--- config.mk ---
export PLATFORM = sky130hd
export DESIGN_NAME = fifo_wr_arbiter
export DESIGN_NICKNAME = d
export VERILOG_FILES = /design/src/rtl/fifo_arb_pkg.sv /design/src/rtl/rr_picker.sv /design/src/rtl/fifo_wr_arbiter.sv
export SDC_FILE = /design/constraint.sdc
export NUM_CORES = 1
export LEC_CHECK = 0
export CAP_MARGIN = 30
export CORE_MARGIN = 1
export CORE_UTILIZATION = 35
export DETAILED_ROUTE_END_ITERATION = 12
export PLACE_DENSITY = 0.8
export SLEW_MARGIN = 40
export SYNTH_ARGS = -nofsm -noshare
export SYNTH_HDL_FRONTEND = slang
export SYNTH_SLANG_ARGS = --single-unit
--- constraint.sdc ---
create_clock -name clk -period 2.2 [get_ports clk]
set_input_delay 0.33 -clock clk [delete_from_list [all_inputs] [get_ports clk]]
set_output_delay 0.33 -clock clk [all_outputs]
set_load 0.005 [all_outputs]
--- src/rtl/fifo_arb_pkg.sv ---
// Shared types and default sizes for the FIFO write-port arbiter.
package fifo_arb_pkg;

    typedef enum logic {
        IDLE,
        GRANT
    } arb_state_t;

    localparam int DEFAULT_WIDTH     = 8;
    localparam int DEFAULT_NUM_REQ   = 4;
    localparam int DEFAULT_MAX_BURST = 4;

endpackage

--- src/rtl/rr_picker.sv ---
// Rotating-priority encoder: returns the first asserted request found when
// scanning from ptr upward, wrapping modulo NUM_REQ.
module rr_picker #(
    parameter int NUM_REQ = 4,
    parameter int IW      = $clog2(NUM_REQ)
) (
    input  logic [NUM_REQ-1:0] req,
    input  logic [IW-1:0]      ptr,
    output logic [IW-1:0]      idx,
    output logic               found
);

    logic [IW-1:0] cand;

    // Scan every position once, starting at ptr, keeping the first hit.
    always_comb begin
        idx   = '0;
        found = 1'b0;
        cand  = '0;
        for (int k = 0; k < NUM_REQ; k++) begin
            cand = IW'((int'(ptr) + k) % NUM_REQ);
            if (!found && req[cand]) begin
                found = 1'b1;
                idx   = cand;
            end
        end
    end

endmodule

--- src/rtl/fifo_wr_arbiter.sv ---
// Round-robin arbiter sharing one FIFO write port among NUM_REQ
// valid/ready producers; the winner keeps the port for up to MAX_BURST beats.
module fifo_wr_arbiter
    import fifo_arb_pkg::*;
#(
    parameter int WIDTH     = DEFAULT_WIDTH,
    parameter int NUM_REQ   = DEFAULT_NUM_REQ,
    parameter int MAX_BURST = DEFAULT_MAX_BURST
) (
    input  logic                       clk,
    input  logic                       rst,
    input  logic [NUM_REQ-1:0]         req_valid,
    input  logic [NUM_REQ*WIDTH-1:0]   req_data,
    output logic [NUM_REQ-1:0]         req_ready,
    input  logic                       full,
    output logic                       wr_enb,
    output logic [WIDTH-1:0]           wr_data,
    output logic [$clog2(NUM_REQ)-1:0] gnt_id,
    output logic                       busy
);

    localparam int IW = $clog2(NUM_REQ);
    localparam int CW = $clog2(MAX_BURST + 1);
    localparam logic [CW-1:0] LAST_BEAT = CW'(MAX_BURST - 1);
    localparam logic [IW-1:0] LAST_IDX  = IW'(NUM_REQ - 1);

    arb_state_t    state_q;
    logic [IW-1:0] owner_q;
    logic [IW-1:0] rrPtr_q;
    logic [CW-1:0] beatCnt_q;

    logic [IW-1:0] nextPtr_d;
    logic [IW-1:0] pickIdx;
    logic          pickFound;
    logic          ownerValid;
    logic          portOpen;

    rr_picker #(
        .NUM_REQ (NUM_REQ),
        .IW      (IW)
    ) uPicker (
        .req   (req_valid),
        .ptr   (rrPtr_q),
        .idx   (pickIdx),
        .found (pickFound)
    );

    assign busy   = (state_q == GRANT);
    assign gnt_id = owner_q;

    // Output mux: only the owner sees ready, and nothing is written while
    // the FIFO is full or reset is asserted, regardless of registered state.
    always_comb begin
        portOpen   = busy && !full && !rst;
        ownerValid = req_valid[owner_q];
        wr_data    = '0;
        req_ready  = '0;
        for (int i = 0; i < NUM_REQ; i++) begin
            if (owner_q == IW'(i)) begin
                wr_data      = req_data[i*WIDTH +: WIDTH];
                req_ready[i] = portOpen;
            end
        end
        wr_enb    = portOpen && ownerValid;
        nextPtr_d = (owner_q == LAST_IDX) ? '0 : owner_q + 1'b1;
    end

    // Arbitration FSM: grant in IDLE, count beats in GRANT, and release on
    // burst completion or when the owner stops presenting data.
    always_ff @(posedge clk) begin
        if (rst) begin
            state_q   <= IDLE;
            owner_q   <= '0;
            rrPtr_q   <= '0;
            beatCnt_q <= '0;
        end else begin
            case (state_q)
                IDLE: begin
                    if (pickFound) begin
                        owner_q   <= pickIdx;
                        beatCnt_q <= '0;
                        state_q   <= GRANT;
                    end
                end
                GRANT: begin
                    if (wr_enb) begin
                        if (beatCnt_q == LAST_BEAT) begin
                            state_q   <= IDLE;
                            rrPtr_q   <= nextPtr_d;
                            beatCnt_q <= '0;
                        end else begin
                            beatCnt_q <= beatCnt_q + 1'b1;
                        end
                    end else if (!ownerValid) begin
                        state_q   <= IDLE;
                        rrPtr_q   <= nextPtr_d;
                        beatCnt_q <= '0;
                    end
                end
                default: state_q <= IDLE;
            endcase
        end
    end

endmodule

==> results.json, run 1 <==
{
  "outcome": "completed",
  "hp-class": "reg2reg",
  "layout-drive-gt1-share_pct": 21.05,
  "netlist_area_um2": 789.5,
  "hold_slack_ps": 459.4,
  "slew_viol_final": 0,
  "synth_top_family_by_area": "compound AO/OA/AOI/OAI gates",
  "vias": 1082,
  "ff_latch_area_um2": 165.2,
  "max_stage_delay_ps": 350,
  "post-route-period-util_pct": 96.19,
  "crit_slowest_cell": "dfxtp_4",
  "synthCells": 104,
  "io_buffers": 54,
  "path_max_fanout": 4,
  "startpoint": "gnt_id[0]",
  "cp.depth": 7,
  "gr-usage-all-layers_pct": 22.51,
  "final_nets": 217,
  "min_path_cells": 2,
  "fmax_mhz": 472.6,
  "multiInputGateArea_um2": 626.9,
  "wirelength_um": 2694,
  "r2r_cells": 6,
  "dp_hpwl_um": 2112,
  "path_buf_inv": 3,
  "antenna_left": 0,
  "grt_pass1_wl_um": 4422,
  "synth-xor-area-share_pct": 0,
  "ctsHtreeMaxLevel": 1,
  "fin_crit_ps": 2116,
  "r2r_start": "gnt_id[0]",
  "synth-compound-area-share_pct": 33.12,
  "die_h_um": 49.50,
  "route.met2.wl_um": 1276,
  "synth_cell_type_count": 32,
  "first_iter_violations": 16,
  "worstPathArrival_ps": 1790,
  "synth_fp_nets": 148,
  "ioPinCount": 55,
  "dp_slack_ps": -94.31,
  "synth-seq-area-share_pct": 20.29,
  "finalSetupViolations": 0,
  "clk_path_buf_depth": 2,
  "maxSlewHeadroom_pct": 78.58,
  "r2r-end": "rrPtr_q[0]",
  "ys_warn_count": 0,
  "cp_top_family": "buffers and inverters",
  "muxShareOfSynthArea_pct": 4.279,
  "critPathLaunchType": "flip-flop",
  "syn_avg_cell_area_um2": 7.591,
  "power.density_nw_per_um2": 382.7,
  "grt_pass1_vias": 1044,
  "overflow": 0,
  "hold_violations": 0,
  "area_delta_synth_final_pct": 93.34,
  "wl_met3_um": 257,
  "drv_cap": 0,
  "highest_layer": "met4",
  "core_area_um2": 2042,
  "tns_ps": 0,
  "critPathRequiredTime_ps": 1870,
  "skew_ps": 4.681,
  "crit_type": "reg2out",
  "ys_seq_elements": 8,
  "drt-vias-per-instance": 5.465,
  "die_area_um2": 2450,
  "crit_path_cell_trace": "inv_1, ha_2, nor2b_4, buf_4, a221oi_1, o31ai_1, dlygate4sd2_1",
  "post_drt_wl_per_cell_um": 13.61,
  "first_pass_iters": 4,
  "antenna_cells": 0,
  "die_w_um": 49.50,
  "synth-simple-area-share_pct": 26.31,
  "reg2reg_slack_ps": 320,
  "p_leak_nw": 0.5923,
  "synthAdderAreaFrac_pct": 7.924,
  "start_util_pct": 38.66,
  "gp_congestion": 0.8778,
  "cts.clk_slew.worst_paths_ps": 60,
  "synth-edff-count": 0,
  "cts_tree": "built",
  "setup_slack_ps": 83.93,
  "wl_met1_um": 1151,
  "drc": 0,
  "grt_max_degree": 19,
  "ys.flop_type": "dfxtp_1",
  "final-instance-count-excl-fill": 198,
  "hp-start": "beatCnt_q[2]",
  "dpl.cell_count": 193,
  "endpoint_kind": "output port",
  "fin_util_pct": 74.75,
  "endpoint": "wr_data[4]",
  "antenna_found_initial": 0,
  "async_reset_ff_share_pct": 0,
  "clk_latency_ps": 250,
  "cts_root_buffer": "clkbuf_4",
  "worst_pin_slew_ps": 317.3,
  "rows": 16,
  "clock-sinks": 8,
  "cts_made_buffers": 3,
  "n_fill_cell": 172,
  "ir_drop_uv": 369.4
}
## metrics by stage
step | area [um2] | power, mW
final | 1526 | 0.5842
after global placement | 1435 | 0.4522
after floorplan | 789.5 | 0.2773
after detailed placement | 1435 | 0.4601
after global routing | 1526 | 0.6201
after CTS | 1493 | 0.5701
## what timing repair did
item / 4_1_cts / 5_1_grt
gates resized for setup: 18 / 12
hold buffers: 0 / 0
pin swaps: 0 / 2
endpoints found under the setup margin: 13 / 10
setup buffers: 2 / 0
## layout by cell type (no fill, tap or decap), types with 2 or more instances in the layout
cell,instances
o21ai_0,7
nand3_1,2
a221oi_1,6
nand2_1,10
buf_4,15
nor2_1,2
dlygate4sd2_1,9
clkdlybuf4s50_1,44
clkbuf_4,3
nand2b_1,3
and2_1,4
a221oi_2,3
nor2b_1,7
o31ai_1,7
dfxtp_1,6
a21oi_1,7
inv_1,8
ha_2,3
## worst reg2reg max path, stage by stage (launching register included)
cell and delay (ps):
dfxtp_4 360, buf_6 110, mux4_2 520, buf_4 170, o21a_1 110, or4_1 400, a21oi_1 150
## sequential cells by signal (all words and copies together) (netlist names)
name / flops
gnt_id: 2
rrPtr_q: 2
beatCnt_q: 3
busy: 1
## logic make-up after synthesis
kind of cell | count (synthesis)
AO/OA/AOI/OAI | 38
adder cells (fa/ha/maj) | 5
buffers and inverters | 14
flip-flops | 8
multiplexers | 2
AND/OR/NAND/NOR | 37
## how the worst min path moves through the flow
stage / slack (ps) / to
floorplan: 420 / beatCnt_q[2]
global placement: 430 / beatCnt_q[2]
detailed placement: 440 / beatCnt_q[2]
CTS: 450 / beatCnt_q[2]
global route: 480 / beatCnt_q[2]
finish: 460 / beatCnt_q[2]
## Yosys cell counts (2+ instances only)
| cell type | number | share of area (%) |
|---|---|---|
| dfxtp_1 | 8 | 20 |
| inv_1 | 8 | 3.8 |
| o31ai_1 | 7 | 6.7 |
| ha_1 | 5 | 7.9 |
| nand2_1 | 10 | 4.8 |
| nor2_1 | 2 | 0.95 |
| nand2b_1 | 3 | 2.4 |
| clkbuf_1 | 4 | 1.9 |
| and2_1 | 4 | 3.2 |
| o21ai_0 | 8 | 5.1 |
| a21oi_1 | 8 | 5.1 |
| a221oi_1 | 9 | 10 |
| nor2b_1 | 8 | 6.3 |
| nand3_1 | 2 | 1.3 |
## power breakdown
part | total [mW] | internal, mW | leakage (nW) | switching [mW]
registers | 0.164 | 0.154 | 0.0661 | 0.0106
logic | 0.307 | 0.191 | 0.512 | 0.116
clock network | 0.113 | 0.0625 | 0.0138 | 0.0504
total | 0.584 | 0.408 | 0.592 | 0.177
## layout make-up
cell class | count | share of cell area, %
Timing Repair Buffer | 70 | 42.46
Multi-Input combinational cell | 82 | 41.07
Sequential cell | 8 | 10.82
Tap cell | 27 | 2.213
Inverter | 8 | 1.967
Clock buffer | 3 | 1.475
## metal layers
layer	vias up	GRT usage (%)
li1	522	-
met1	489	27.63
met2	69	42.69
met3	2	2.469
met4	0	2.857
met5	-	0
Note: power is estimated with default switching activity, not from simulation.
==> run 2, diff against run 1 <==
- CORE_UTILIZATION: 35 -> 36
- CTS_BUF_LIST: default -> sky130_fd_sc_hd__clkbuf_4
- PLACE_DENSITY: 0.8 -> 0.93
==> run 2 against run 1 <==
Compared with the run above: sequential power is essentially flat; clock power is essentially flat; via count shrank 2.1%; maximum frequency shrank 0.17%; register-to-register slack is essentially flat; power shrank 0.76%; cell count shrank 1.5%.
==> results.json, run 2 (synthesis results as in run 1) <==
{
  "outcome": "completed",
  "dp_hpwl_um": 2086,
  "path_max_fanout": 7,
  "finalSetupViolations": 0,
  "ir_drop_uv": 313.5,
  "reg2reg_slack_ps": 330,
  "antenna_found_initial": 0,
  "clk_path_buf_depth": 2,
  "cts.clk_slew.worst_paths_ps": 60,
  "cts_tree": "built",
  "drt-vias-per-instance": 5.431,
  "ioPinCount": 55,
  "grt_pass1_wl_um": 4422,
  "dpl-instance-area_um2": 1428,
  "largest_register_ffs": 3,
  "crit_path_cell_trace": "inv_1, ha_2, nor2b_1, buf_4, a221oi_2, o31ai_1, dlygate4sd2_1",
  "fin_crit_ps": 2120,
  "final_common_cell": "clkdlybuf4s50_1",
  "antenna_left": 0,
  "grt_max_degree": 19,
  "post-route-period-util_pct": 96.34,
  "first_iter_violations": 17,
  "postLayoutCellArea_um2": 1478,
  "r2r_start": "gnt_id[0]",
  "post_drt_wl_per_cell_um": 14.90,
  "io_buffers": 54,
  "top_register": "beatCnt_q",
  "die_area_um2": 2384,
  "first_pass_iters": 4,
  "die_w_um": 48.83,
  "clk_latency_ps": 260,
  "cts_root_buffer": "clkbuf_4",
  "cts_made_buffers": 3,
  "start_util_pct": 39.44,
  "power.density_nw_per_um2": 392.3,
  "slew_viol_final": 0,
  "final_nets": 214,
  "dp_slack_ps": -130.8,
  "gp_congestion": 0.9272,
  "rows": 16,
  "r2r_cells": 6,
  "worst_pin_slew_ps": 306.7,
  "crit_slowest_cell": "dfxtp_2",
  "tns_ps": 0,
  "layout_common_cells": "clkdlybuf4s50_1, buf_4, nand2_1",
  "antenna_cells": 0,
  "ctsHtreeMaxLevel": 1,
  "startpoint": "gnt_id[0]",
  "grt_pass1_vias": 971,
  "overflow": 0,
  "crit_type": "reg2out",
  "critPathRequiredTime_ps": 1870,
  "endpoint": "wr_data[3]",
  "maxSlewHeadroom_pct": 79.29,
  "hold_violations": 0,
  "hp-start": "beatCnt_q[2]",
  "drv_cap": 0,
  "vias": 1059,
  "core_area_um2": 2002,
  "hp-class": "reg2reg",
  "worstPathArrival_ps": 1790,
  "setup_slack_ps": 80.43,
  "rsz0062_at_grt": "yes",
  "area_delta_synth_final_pct": 87.16,
  "hold_buffers": 0,
  "fmax_mhz": 471.8,
  "max_stage_delay_ps": 350,
  "p_leak_nw": 0.5666,
  "drc": 0,
  "die_h_um": 48.83,
  "clock-sinks": 8,
  "wirelength_um": 2905,
  "layout-drive-gt1-share_pct": 20.83,
  "critPathLaunchType": "flip-flop",
  "endpoint_kind": "output port",
  "gr-usage-all-layers_pct": 23.59,
  "skew_ps": 3.566,
  "r2r-end": "rrPtr_q[0]"
}
run 2: cell type report:
class,count,area (um2)
Tap cell,27,33.78
Clock buffer,3,22.52
Sequential cell,8,163.9
Inverter,8,30.03
Fill cell,139,524.3
Timing Repair Buffer,67,618.1
Multi-Input combinational cell,82,609.3
run 2: worst min path at each step:
stage / end / slack (ps) / depth (start not counted)
final: beatCnt_q[2] / 460 / 2
after global routing: beatCnt_q[2] / 490 / 2
after CTS: beatCnt_q[2] / 460 / 2
after detailed placement: beatCnt_q[2] / 460 / 2
after global placement: beatCnt_q[2] / 430 / 2
after floorplan: beatCnt_q[2] / 420 / 2
run 2: stage by stage:
stage | utilization (%) | instances | power, mW | hold slack, ps
finish | 73.81 | 195 | 0.5797 | 459.7
global route | 73.81 | 195 | 0.6096 | 486.1
CTS | 73.25 | 195 | 0.5686 | 463.2
detailed placement | 71.31 | 192 | 0.4655 | 455.9
global placement | 71.31 | 192 | 0.4549 | 433.4
floorplan | - | 104 | 0.2773 | 420.7
run 2: report_power, final:
group / switching [mW] / internal [mW] / leakage (nW) / total (mW)
registers: 0.0104 / 0.154 / 0.0663 / 0.165
logic: 0.120 / 0.179 / 0.487 / 0.299
clock network: 0.0529 / 0.0626 / 0.0138 / 0.115
total: 0.184 / 0.396 / 0.567 / 0.580
run 2: metal layers:
metal	GRT usage [%]	share of wire (%)	routed length [um]
met5	0	0	0
met2	42.36	47	1371
met4	5.882	1.0	30
met3	3.427	6.9	200
met1	29.25	45	1302
run 2: worst max-delay path: cells and delay by family, from the launching register on:
family	cells	cell delay, ps
simple gates	1	120
compound gates	2	350
flops	1	350
buf+inv	3	520
fa+ha+maj	1	190
run 2: what timing repair did:
item                       4_1_cts  5_1_grt
hold endpoints to repair         0        0
gates cloned                     0        0
pin swaps                        0        3
resized for setup               19       11
setup endpoints to repair       13       11
setup buffers                    0        0
